===== config.mk =====
export PLATFORM = sky130hd
export DESIGN_NAME = mem_port_arbiter
export DESIGN_NICKNAME = d
export VERILOG_FILES = /design/src/rtl/mem_port_arbiter.sv
export SDC_FILE = /design/constraint.sdc
export NUM_CORES = 1
export LEC_CHECK = 0
export CORE_AREA = 2 2 282 284
export DETAILED_ROUTE_END_ITERATION = 12
export DIE_AREA = 0 0 284 286
export SKIP_CTS_REPAIR_TIMING = 1
export SLEW_MARGIN = 10
export SYNTH_ARGS = -nofsm -noshare
export SYNTH_HDL_FRONTEND = slang
export SYNTH_SLANG_ARGS = --single-unit

===== constraint.sdc =====
create_clock -name clk -period 23.5 [get_ports clk]
set_input_delay 5.875 -clock clk [delete_from_list [all_inputs] [get_ports clk]]
set_output_delay 5.875 -clock clk [all_outputs]
set_load 0.02 [all_outputs]

===== src/rtl/mem_port_arbiter.sv =====
// mem_port_arbiter: shares the single main-memory block port between the
// I-cache and the D-cache. One block transfer is in flight at a time, and
// simultaneous requests are granted round-robin. The busywait outputs are
// decoded from the current state so that a requester sees exactly one
// low cycle, in RESP, for each transfer it is granted.
//
// state   | meaning
// --------+------------------------------------------------------------
// IDLE    | no transfer in flight; arbitrate pending requests
// SERVE_I | memory read running on behalf of the I-cache
// SERVE_D | memory read or write-back running on behalf of the D-cache
// RESP_I  | one-cycle release of i_busywait; i_readdata is valid
// RESP_D  | one-cycle release of d_busywait; d_readdata is valid
module mem_port_arbiter #(
  parameter int ADDR_W  = 28,
  parameter int BLOCK_W = 128
) (
  input  logic               clk,
  input  logic               reset,
  input  logic               i_read,
  input  logic [ADDR_W-1:0]  i_address,
  output logic [BLOCK_W-1:0] i_readdata,
  output logic               i_busywait,
  input  logic               d_read,
  input  logic               d_write,
  input  logic [ADDR_W-1:0]  d_address,
  input  logic [BLOCK_W-1:0] d_writedata,
  output logic [BLOCK_W-1:0] d_readdata,
  output logic               d_busywait,
  output logic               m_read,
  output logic               m_write,
  output logic [ADDR_W-1:0]  m_address,
  output logic [BLOCK_W-1:0] m_writedata,
  input  logic [BLOCK_W-1:0] m_readdata,
  input  logic               m_busywait
);

  typedef enum logic [2:0] {
    IDLE    = 3'd0,
    SERVE_I = 3'd1,
    SERVE_D = 3'd2,
    RESP_I  = 3'd3,
    RESP_D  = 3'd4
  } state_t;

  state_t state;
  state_t state_next;

  // last_grant: 0 = I-cache was granted last, 1 = D-cache was granted last
  logic last_grant;
  // seen_busy: memory has raised busywait at least once in this transfer,
  // so a low busywait now means the transfer is done rather than not started
  logic seen_busy;

  logic i_req;
  logic d_req;
  logic grant_i;
  logic grant_d;
  logic complete;

  assign i_req = i_read;
  assign d_req = d_read | d_write;

  // Busywait follows the request except during that requester's RESP cycle
  assign i_busywait = i_req & (state != RESP_I);
  assign d_busywait = d_req & (state != RESP_D);

  // Next-state decode, round-robin grant and transfer completion detect
  always_comb begin
    state_next = state;
    grant_i    = 1'b0;
    grant_d    = 1'b0;
    complete   = 1'b0;
    case (state)
      IDLE: begin
        // On a tie the requester that did not win last time gets the port
        if (d_req && (!i_req || !last_grant)) begin
          grant_d    = 1'b1;
          state_next = SERVE_D;
        end else if (i_req) begin
          grant_i    = 1'b1;
          state_next = SERVE_I;
        end
      end
      SERVE_I: begin
        if (seen_busy && !m_busywait) begin
          complete   = 1'b1;
          state_next = RESP_I;
        end
      end
      SERVE_D: begin
        if (seen_busy && !m_busywait) begin
          complete   = 1'b1;
          state_next = RESP_D;
        end
      end
      RESP_I:  state_next = IDLE;
      RESP_D:  state_next = IDLE;
      default: state_next = IDLE;
    endcase
  end

  // State register
  always_ff @(posedge clk or posedge reset) begin
    if (reset) begin
      state <= IDLE;
    end else begin
      state <= state_next;
    end
  end

  // Round-robin history and busy-seen flag; the flag restarts on every grant
  always_ff @(posedge clk or posedge reset) begin
    if (reset) begin
      last_grant <= 1'b1;
      seen_busy  <= 1'b0;
    end else if (grant_i) begin
      last_grant <= 1'b0;
      seen_busy  <= 1'b0;
    end else if (grant_d) begin
      last_grant <= 1'b1;
      seen_busy  <= 1'b0;
    end else if ((state == SERVE_I || state == SERVE_D) && m_busywait) begin
      seen_busy <= 1'b1;
    end
  end

  // Registered memory-side command: captured at grant, strobes dropped at completion.
  // A D-cache request with both read and write high is a write-back.
  always_ff @(posedge clk or posedge reset) begin
    if (reset) begin
      m_read      <= 1'b0;
      m_write     <= 1'b0;
      m_address   <= '0;
      m_writedata <= '0;
    end else if (grant_i) begin
      m_read    <= 1'b1;
      m_write   <= 1'b0;
      m_address <= i_address;
    end else if (grant_d) begin
      m_read      <= ~d_write;
      m_write     <= d_write;
      m_address   <= d_address;
      m_writedata <= d_writedata;
    end else if (complete) begin
      m_read  <= 1'b0;
      m_write <= 1'b0;
    end
  end

  // Returned block is captured on read completion and held until the next one,
  // even if the requester withdrew mid-transfer
  always_ff @(posedge clk or posedge reset) begin
    if (reset) begin
      i_readdata <= '0;
      d_readdata <= '0;
    end else if (complete && m_read) begin
      if (state == SERVE_I) begin
        i_readdata <= m_readdata;
      end else begin
        d_readdata <= m_readdata;
      end
    end
  end

endmodule


# [Word level (Yosys, flattened, before mapping)]
# Cells that the tools add are included.
# Widths: inputs -> output; s select.
[classes] shift=0 n_mux=24 n_bitwise=6 reduce_logical=18 magnitude_cmp=0 div_mod_pow=0 mul=0 n_eq_ne=7 addsub=0
[ops] op="$mux 28" count=2
[ops] op="$mux 1" count=17
[ops] op="$mux 3" count=4
[ops] op="$pmux 3 s3" count=1
[ops] op="$ne 3x3->1 const B" count=2
[ops] op="$reduce_and 2->1" count=3
[ops] op="$reduce_bool 3->1" count=2
[ops] op="$logic_and 1x1->1" count=4
[ops] op="$ne 2x2->1 const B" count=2
[ops] op="$eq 3x1->1 const B" count=1
[ops] op="$eq 3x2->1 const B" count=1
[ops] op="$logic_not 1->1" count=3
[ops] op="$logic_not 3->1" count=1
[ops] op="$ne 3x2->1 const B" count=1
[ops] op="$not 1->1" count=3
[ops] op="$reduce_and 3->1" count=1
[ops] op="$and 1x1->1" count=2
[ops] op="$logic_or 1x1->1" count=2
[ops] op="$reduce_bool 2->1" count=1
[ops] op="$reduce_or 2->1" count=1
[ops] op="$or 1x1->1" count=1
[word_totals] ramBits=0 output_inout_bits=416 romBits=0 latch_bits=0 elab_cells=64 register_bits=419 memories=0

# [Depth between registers and ports, before layout]
# Gate-level depths: netlist (run 1).
[depth] ltp_word=7 ltp_mapped=7

# [Least setup slack after synthesis (run 1)]
# Ideal clock, no wire load.
[synth_timing] path_kind="input to output" start="input port i_read" end="output port i_busywait" cell_stages=2 t_required_ns=17.625 t_arrival_ns=6.279 setup_slack_ns=11.346 n_path_buf=0 cell_sequence="inv_1 a31oi_1"
[synth_via] elab_chain_cells=1
[synth_rtl] item="start: declaration" line="20" text="input logic i_read,"
[synth_rtl] item="$and 1x1->1" line="65" text="assign i_busywait = i_req & (state != RESP_I);"
[synth_rtl] item="end: declaration" line="23" text="output logic i_busywait,"
# No other way between the ends.

# [Final worst setup path (run 1)]
[layout_timing] start="input port d_write" end="output port d_busywait"
[layout_via] elab_chain_cells=2
[layout_rtl] item="start: declaration" line="25" text="input logic d_write,"
[layout_rtl] item="$or 1x1->1" line="62" text="assign d_req = d_read | d_write;"
[layout_rtl] item="$and 1x1->1" line="66" text="assign d_busywait = d_req & (state != RESP_D);"
[layout_rtl] item="end: declaration" line="29" text="output logic d_busywait,"
# No other way between the ends.

==> results.yml, run 1 <==
worst_setup_path:
  worstSetupStartpointType: "primary input"
  path_max_fanout: 5
  critPathCaptureType: "primary output"
  required_ns: 17.62
  critPathKind: "primary input to primary output"
  r2r_cells: 5
  critical_path_arrival_ns: 7.34
final_layout:
  seq_area_sq_um: 10500
  nFillCells: 7726
  drive_gt1_share_pct: 22.7
  layout.nets: 2035
  fin_util_pct: 33.4
  syn_to_final_growth_pct: 62.3
  multiInputGateArea_sq_um: 5260
  stdcell_count: 2806
  final_area_sq_um: 26200
floorplan:
  rows: 103
  ioPinCount: 734
  dieArea_sq_um: 81200
  start_util_pct: 20.6
  die_h_um: 286
  die_w_um: 284
  core_sq_um: 78400
power:
  cellPowerDensity_nw_per_um2: 139
  peakVddDrop_mv: 0.0997
  leakage_nw: 11.1
  finalPower_mw: 3.63
clocking:
  clkLatencyLatePin_ns: 0.58
  cts_tree: "yes"
  cts_sinks: 419
  clk_pin_slew_worst_paths_ns: 0.05
  h-tree-depth: 2
  cts.path.max_buffers: 3
  cts_root_buffer: "clkbuf_16"
  cts_made_buffers: 49
detailed_routing:
  wl_per_cell_um: 18.5
  via_per_inst: 3.93
  ant_nets: 0
  wl_um: 52000
  wl_met1_um: 19600
  drt_iter0_drc: 334
  wl_met3_um: 3700
  drc: 0
  highest_layer: "met5"
  dr_wl_met2_um: 27100
  vias: 11000
  drt_pass1_iterations: 4
logic_synthesis:
  netlist_area_sq_um: 16100
  synth_cells: 976
  ys_ff_latch: 419
  yosys-top-cells-area: "dfrtp_1 (65%), mux2_2 (21%), mux2_1 (6.1%)"
  synth.avg_cell_area_sq_um: 16.5
  async_flop_share_pct: 100
  synth-warning-count: 0
  synth_edf_count: 0
  seq_area_frac_synth_pct: 65.0
  yosys.area.top_type: "dfrtp_1"
  synth.top_cell.area_share_pct: 64.8
  synth_flop_cell: "dfrtp_1"
  synth.most_common_cell: "dfrtp_1"
  synthTopCellsByCount: "dfrtp_1 (418), mux2_2 (298), mux2_1 (87), a2bb2oi_1 (29)"
  ys_types: 32
  syn_nets: 1294
sta:
  rsz0062_at_grt: "no"
  max_slew_margin_pct: 35.7
  finalCritPeriodShare_pct: 56.3
  final.setup.tns_ns: 0
  fmax_mhz: 75.6
  fin_crit_ns: 13.22
  fin_skew_ns: 0.0304
  finalSetupViolCount: 0
  slew_violations: 0
  hold_viol_final: 0
  worst_slew_pin_slew_ns: 0.964
global_routing:
  grt.total_usage_pct: 12.3
  first_global_vias: 12400
  grt_pass1_wl_um: 78000
  grt_max_degree: 115
  overflow: 0
  antenna_found_initial: 3
flow_run:
  drv_cap: 0
place:
  port-buffer-count: 733
  placed_cell_area_sq_um: 24500
  dp.cells: 2716
  gp_congestion: 0.822
  dpl.hpwl_um: 38600
min_path:
  min_path_type: "flip-flop to flip-flop"
  holdPathStages: 1
status:
  status: "finished clean"
[report_power, final]
part / leakage (nW) / total [mW] / internal (mW) / switching, mW
combinational: 5.10 / 1.64 / 0.853 / 0.788
sequential: 5.17 / 1.20 / 1.04 / 0.167
clock: 0.813 / 0.787 / 0.481 / 0.306
total: 11.1 / 3.63 / 2.37 / 1.26
[through the flow]
stage | hold slack [ns] | setup slack, ns
final | 0.483 | 10.28
after global routing | 0.496 | 10.19
after floorplan | 0.456 | 5.96
after global placement | 0.468 | 9.39
after CTS | 0.487 | 9.40
after detailed placement | 0.474 | 9.40
[layout make-up]
class / instances / area share (%)
Antenna cell: 2 / 0.0191
Clock buffer: 68 / 5.34
Clock inverter: 20 / 1.05
Inverter: 4 / 0.0860
Multi-Input combinational cell: 496 / 20.1
Sequential cell: 419 / 40.0
Tap cell: 1050 / 5.02
Timing Repair Buffer: 747 / 28.4
[critical path: stages]
cell,delay [ns]
clkdlybuf4s50_1,0.61
nor2_1,0.11
a21oi_1,0.13
clkdlybuf4s50_1,0.63
[layout by cell type (no fill, tap or decap), drive strengths merged]
cell type	n
a211oi	1
a21boi	1
a21o	1
a21oi	2
a2bb2oi	29
a31oi	3
a32o	1
and2	1
and2b	1
buf	15
bufinv	6
clkbuf	68
clkdlybuf4s50	732
clkinv	10
clkinvlp	4
dfrtp	418
dfstp	1
diode	2
inv	4
mux2	385
mux2i	28
nand2	1
nand2b	28
nand3	2
nand4	1
nor2	4
nor2b	1
nor3	2
nor3b	1
o2bb2ai	1
o31ai	1
xor2	1
[final timing paths]
check,from,endpoint,slack (ns)
max in group asynchronous,reset,m_writedata[12],15.37
min in group asynchronous,reset,d_readdata[49],5.86
max,d_write,d_busywait,10.28
max reg2reg,seen_busy,i_readdata[48],19.97
min,m_writedata[21],m_writedata[21],0.48
min reg2reg,m_writedata[21],m_writedata[21],0.48
[logic make-up after synthesis]
kind of cell	Yosys count	share of synthesized area [%]
simple gates	42	1.60
xor+xnor	1	0.0543
flops	419	65.0
buf+inv	61	2.72
mux	413	28.6
compound gates	40	2.05
[per-layer routing]
layer / vias up / global-route usage, %
li1: 4949 / -
met1: 5574 / 13.8
met2: 419 / 22.2
met3: 93 / 3.64
met4: 2 / 4.39
met5: - / 0
[sequential cells by signal, indices dropped and copies added (netlist names)]
name         cells
m_address       28
state            3
i_readdata     128
m_writedata    128
seen_busy        1
m_read           1
d_readdata     128
last_grant       1
m_write          1
No activity file was read; power rests on OpenSTA's default activity.
==> inputs of run 2 (changes only) <==
--- a/config.mk
+++ b/config.mk
@@ -5,9 +5,9 @@
 export SDC_FILE = /design/constraint.sdc
 export NUM_CORES = 1
 export LEC_CHECK = 0
-export CORE_AREA = 2 2 282 284
+export CORE_AREA = 2 2 289 291
 export DETAILED_ROUTE_END_ITERATION = 12
-export DIE_AREA = 0 0 284 286
+export DIE_AREA = 0 0 291 293
 export SKIP_CTS_REPAIR_TIMING = 1
 export SLEW_MARGIN = 10
 export SYNTH_ARGS = -nofsm -noshare
==> constraint.sdc (replaced) <==
create_clock -name clk -period 10.9 [get_ports clk]
set_input_delay 2.725 -clock clk [delete_from_list [all_inputs] [get_ports clk]]
set_output_delay 2.725 -clock clk [all_outputs]
set_load 0.02 [all_outputs]
==> run 2 against run 1 <==
Against the previous run:
- non-clock buffer count decreased by 2
- clock power increased by 110%
- combinational power increased by 120%
- cell area increased by 0.25%
- die area increased by 5.0%
- largest cell class unchanged
- setup slack got worse by 6.8 ns
- cell count increased by 0.71%
- flip-flop and latch count unchanged
- clock skew decreased by 0.010 ns
- sequential power increased by 120%
- hold slack improved by 0.00068 ns
- routed wire length decreased by 0.52%
==> results.yml, run 2 (synthesis gave the netlist of run 1 again) <==
status:
  status: "finished clean"
worst_setup_path:
  slowest_delay_ns: 0.66
  critPathKind: "primary input to primary output"
  worstSetupStartpointType: "primary input"
  cp_top_family: "buffers and inverters"
  cp_cell_sequence: "clkdlybuf4s50_1, buf_4, inv_1, a31oi_1, clkdlybuf4s50_1"
  critPathCaptureType: "primary output"
  worst_path_max_delay_cell: "clkdlybuf4s50_1"
  required_ns: 8.18
  path_max_fanout: 33
  crit_buf_inv: 4
  critical_path_arrival_ns: 4.70
  crit_top_cell: "clkdlybuf4s50_1"
floorplan:
  start_util_pct: 19.7
  die_h_um: 293
  ioPinCount: 734
  rows: 105
  core_sq_um: 81800
  die_w_um: 291
  dieArea_sq_um: 85300
place:
  dpl.hpwl_um: 38700
  dp_slack_ns: 3.48
  port-buffer-count: 733
  gp_congestion: 0.826
  dp.cells: 2734
power:
  p_int_mw: 5.11
  leakage_nw: 11.1
  cellPowerDensity_nw_per_um2: 298
  seqPwrFrac_pct: 33.2
  p_sw_share_pct: 34.8
  peakVddDrop_mv: 0.140
  combPwrFrac_pct: 45.2
  power.switching_mw: 2.72
  clockPowerShare_pct: 21.6
flow_run:
  drv_cap: 0
detailed_routing:
  wl_per_cell_um: 18.3
  wl_um: 51700
  ant_nets: 0
  vias: 11000
  drt_pass1_iterations: 6
  via_per_inst: 3.90
  drt_iter0_drc: 331
  drc: 0
global_routing:
  grt_pass1_wl_um: 77500
  grt.total_usage_pct: 11.8
  antenna_found_initial: 2
  overflow: 0
  first_global_vias: 12400
  grt_max_degree: 156
sta:
  finalSetupViolCount: 0
  fmax_mhz: 135
  hold_viol_final: 0
  worst_slew_pin_slew_ns: 1.14
  slew_violations: 0
  fin_crit_ns: 7.43
  hold_ws_ns: 0.483
  finalCritPeriodShare_pct: 68.1
  rsz0062_at_grt: "no"
  fin_skew_ns: 0.0202
  max_slew_margin_pct: 24.1
  worst_slack_ns: 3.47
  final.setup.tns_ns: 0
clocking:
  cts_root_buffer: "clkbuf_16"
  cts_sinks: 419
  clk_pin_slew_worst_paths_ns: 0.05
  cts_made_buffers: 49
  cts.path.max_buffers: 3
  cts_tree: "yes"
  clkLatencyLatePin_ns: 0.58
  h-tree-depth: 2
final_layout:
  final_common_cell: "clkdlybuf4s50_1"
  reg.largest.list: "d_readdata (128), i_readdata (128), m_writedata (128)"
  drive_gt1_share_pct: 22.7
  seq_area_sq_um: 10500
  stdcell_count: 2826
  nFillCells: 8061
  final_cell_mix: "clkdlybuf4s50_1 (733), dfrtp_1 (418), mux2_2 (298)"
  multiInputGateArea_sq_um: 5270
  syn_to_final_growth_pct: 62.7
  layout.nets: 2033
min_path:
  min_path_type: "flip-flop to flip-flop"
[run 2: changes by cell type in the layout (fill, tap and decap cells not counted), sizes merged, moves of 2 or more]
cell      change
bufinv        -2
clkinvlp      -2
clkbuf        +5
clkinv        +3
buf           -3
[run 2: cell type report]
type                       count  area share (%)
sequential                   419            39.9
timing repair buffer         745            28.4
multi-input combinational    496            20.0
clock buffer                  73            5.63
tap                         1070            5.10
clock inverter                18           0.791
inverter                       4          0.0715
antenna                        1         0.00953
[run 2: worst paths after layout]
check	to	slack, ns	depth (start not counted)	start
worst max register to register	d_readdata[8]	7.69	5	state[1]
min in group asynchronous	m_writedata[28]	2.64	2	reset
max in group asynchronous	i_readdata[68]	6.24	4	reset
worst min-delay path	m_writedata[3]	0.48	1	m_writedata[3]
worst min register to register	m_writedata[3]	0.48	1	m_writedata[3]
worst max-delay path	i_busywait	3.47	5	i_read
[run 2: layer usage]
metal  up-vias  routed length [um]  GRT usage, %
met3        99                3480          3.56
met1      5552               19400          12.7
li1       4956                   -             -
met4         2                1850          4.69
met2       402               26900          21.4
met5         -                   8             0
[run 2: power by group through the flow]
stage	clock network, mW	registers, mW	logic [mW]
2_1_floorplan	0	3.39	0.991
3_3_place_gp	0	2.59	3.54
3_5_place_dp	0	2.62	3.59
4_1_cts	1.75	2.61	3.60
5_1_grt	1.82	2.69	3.71
6_report	1.69	2.60	3.54
[run 2: per-stage QoR]
stage          power, mW  area [sq um]  util (%)
6_report            7.83         26300      32.1
2_1_floorplan       4.38         16100         -
4_1_cts             7.95         26300      32.1
3_3_place_gp        6.13         24600      30.0
5_1_grt             8.23         26300      32.1
3_5_place_dp        6.21         24600      30.0
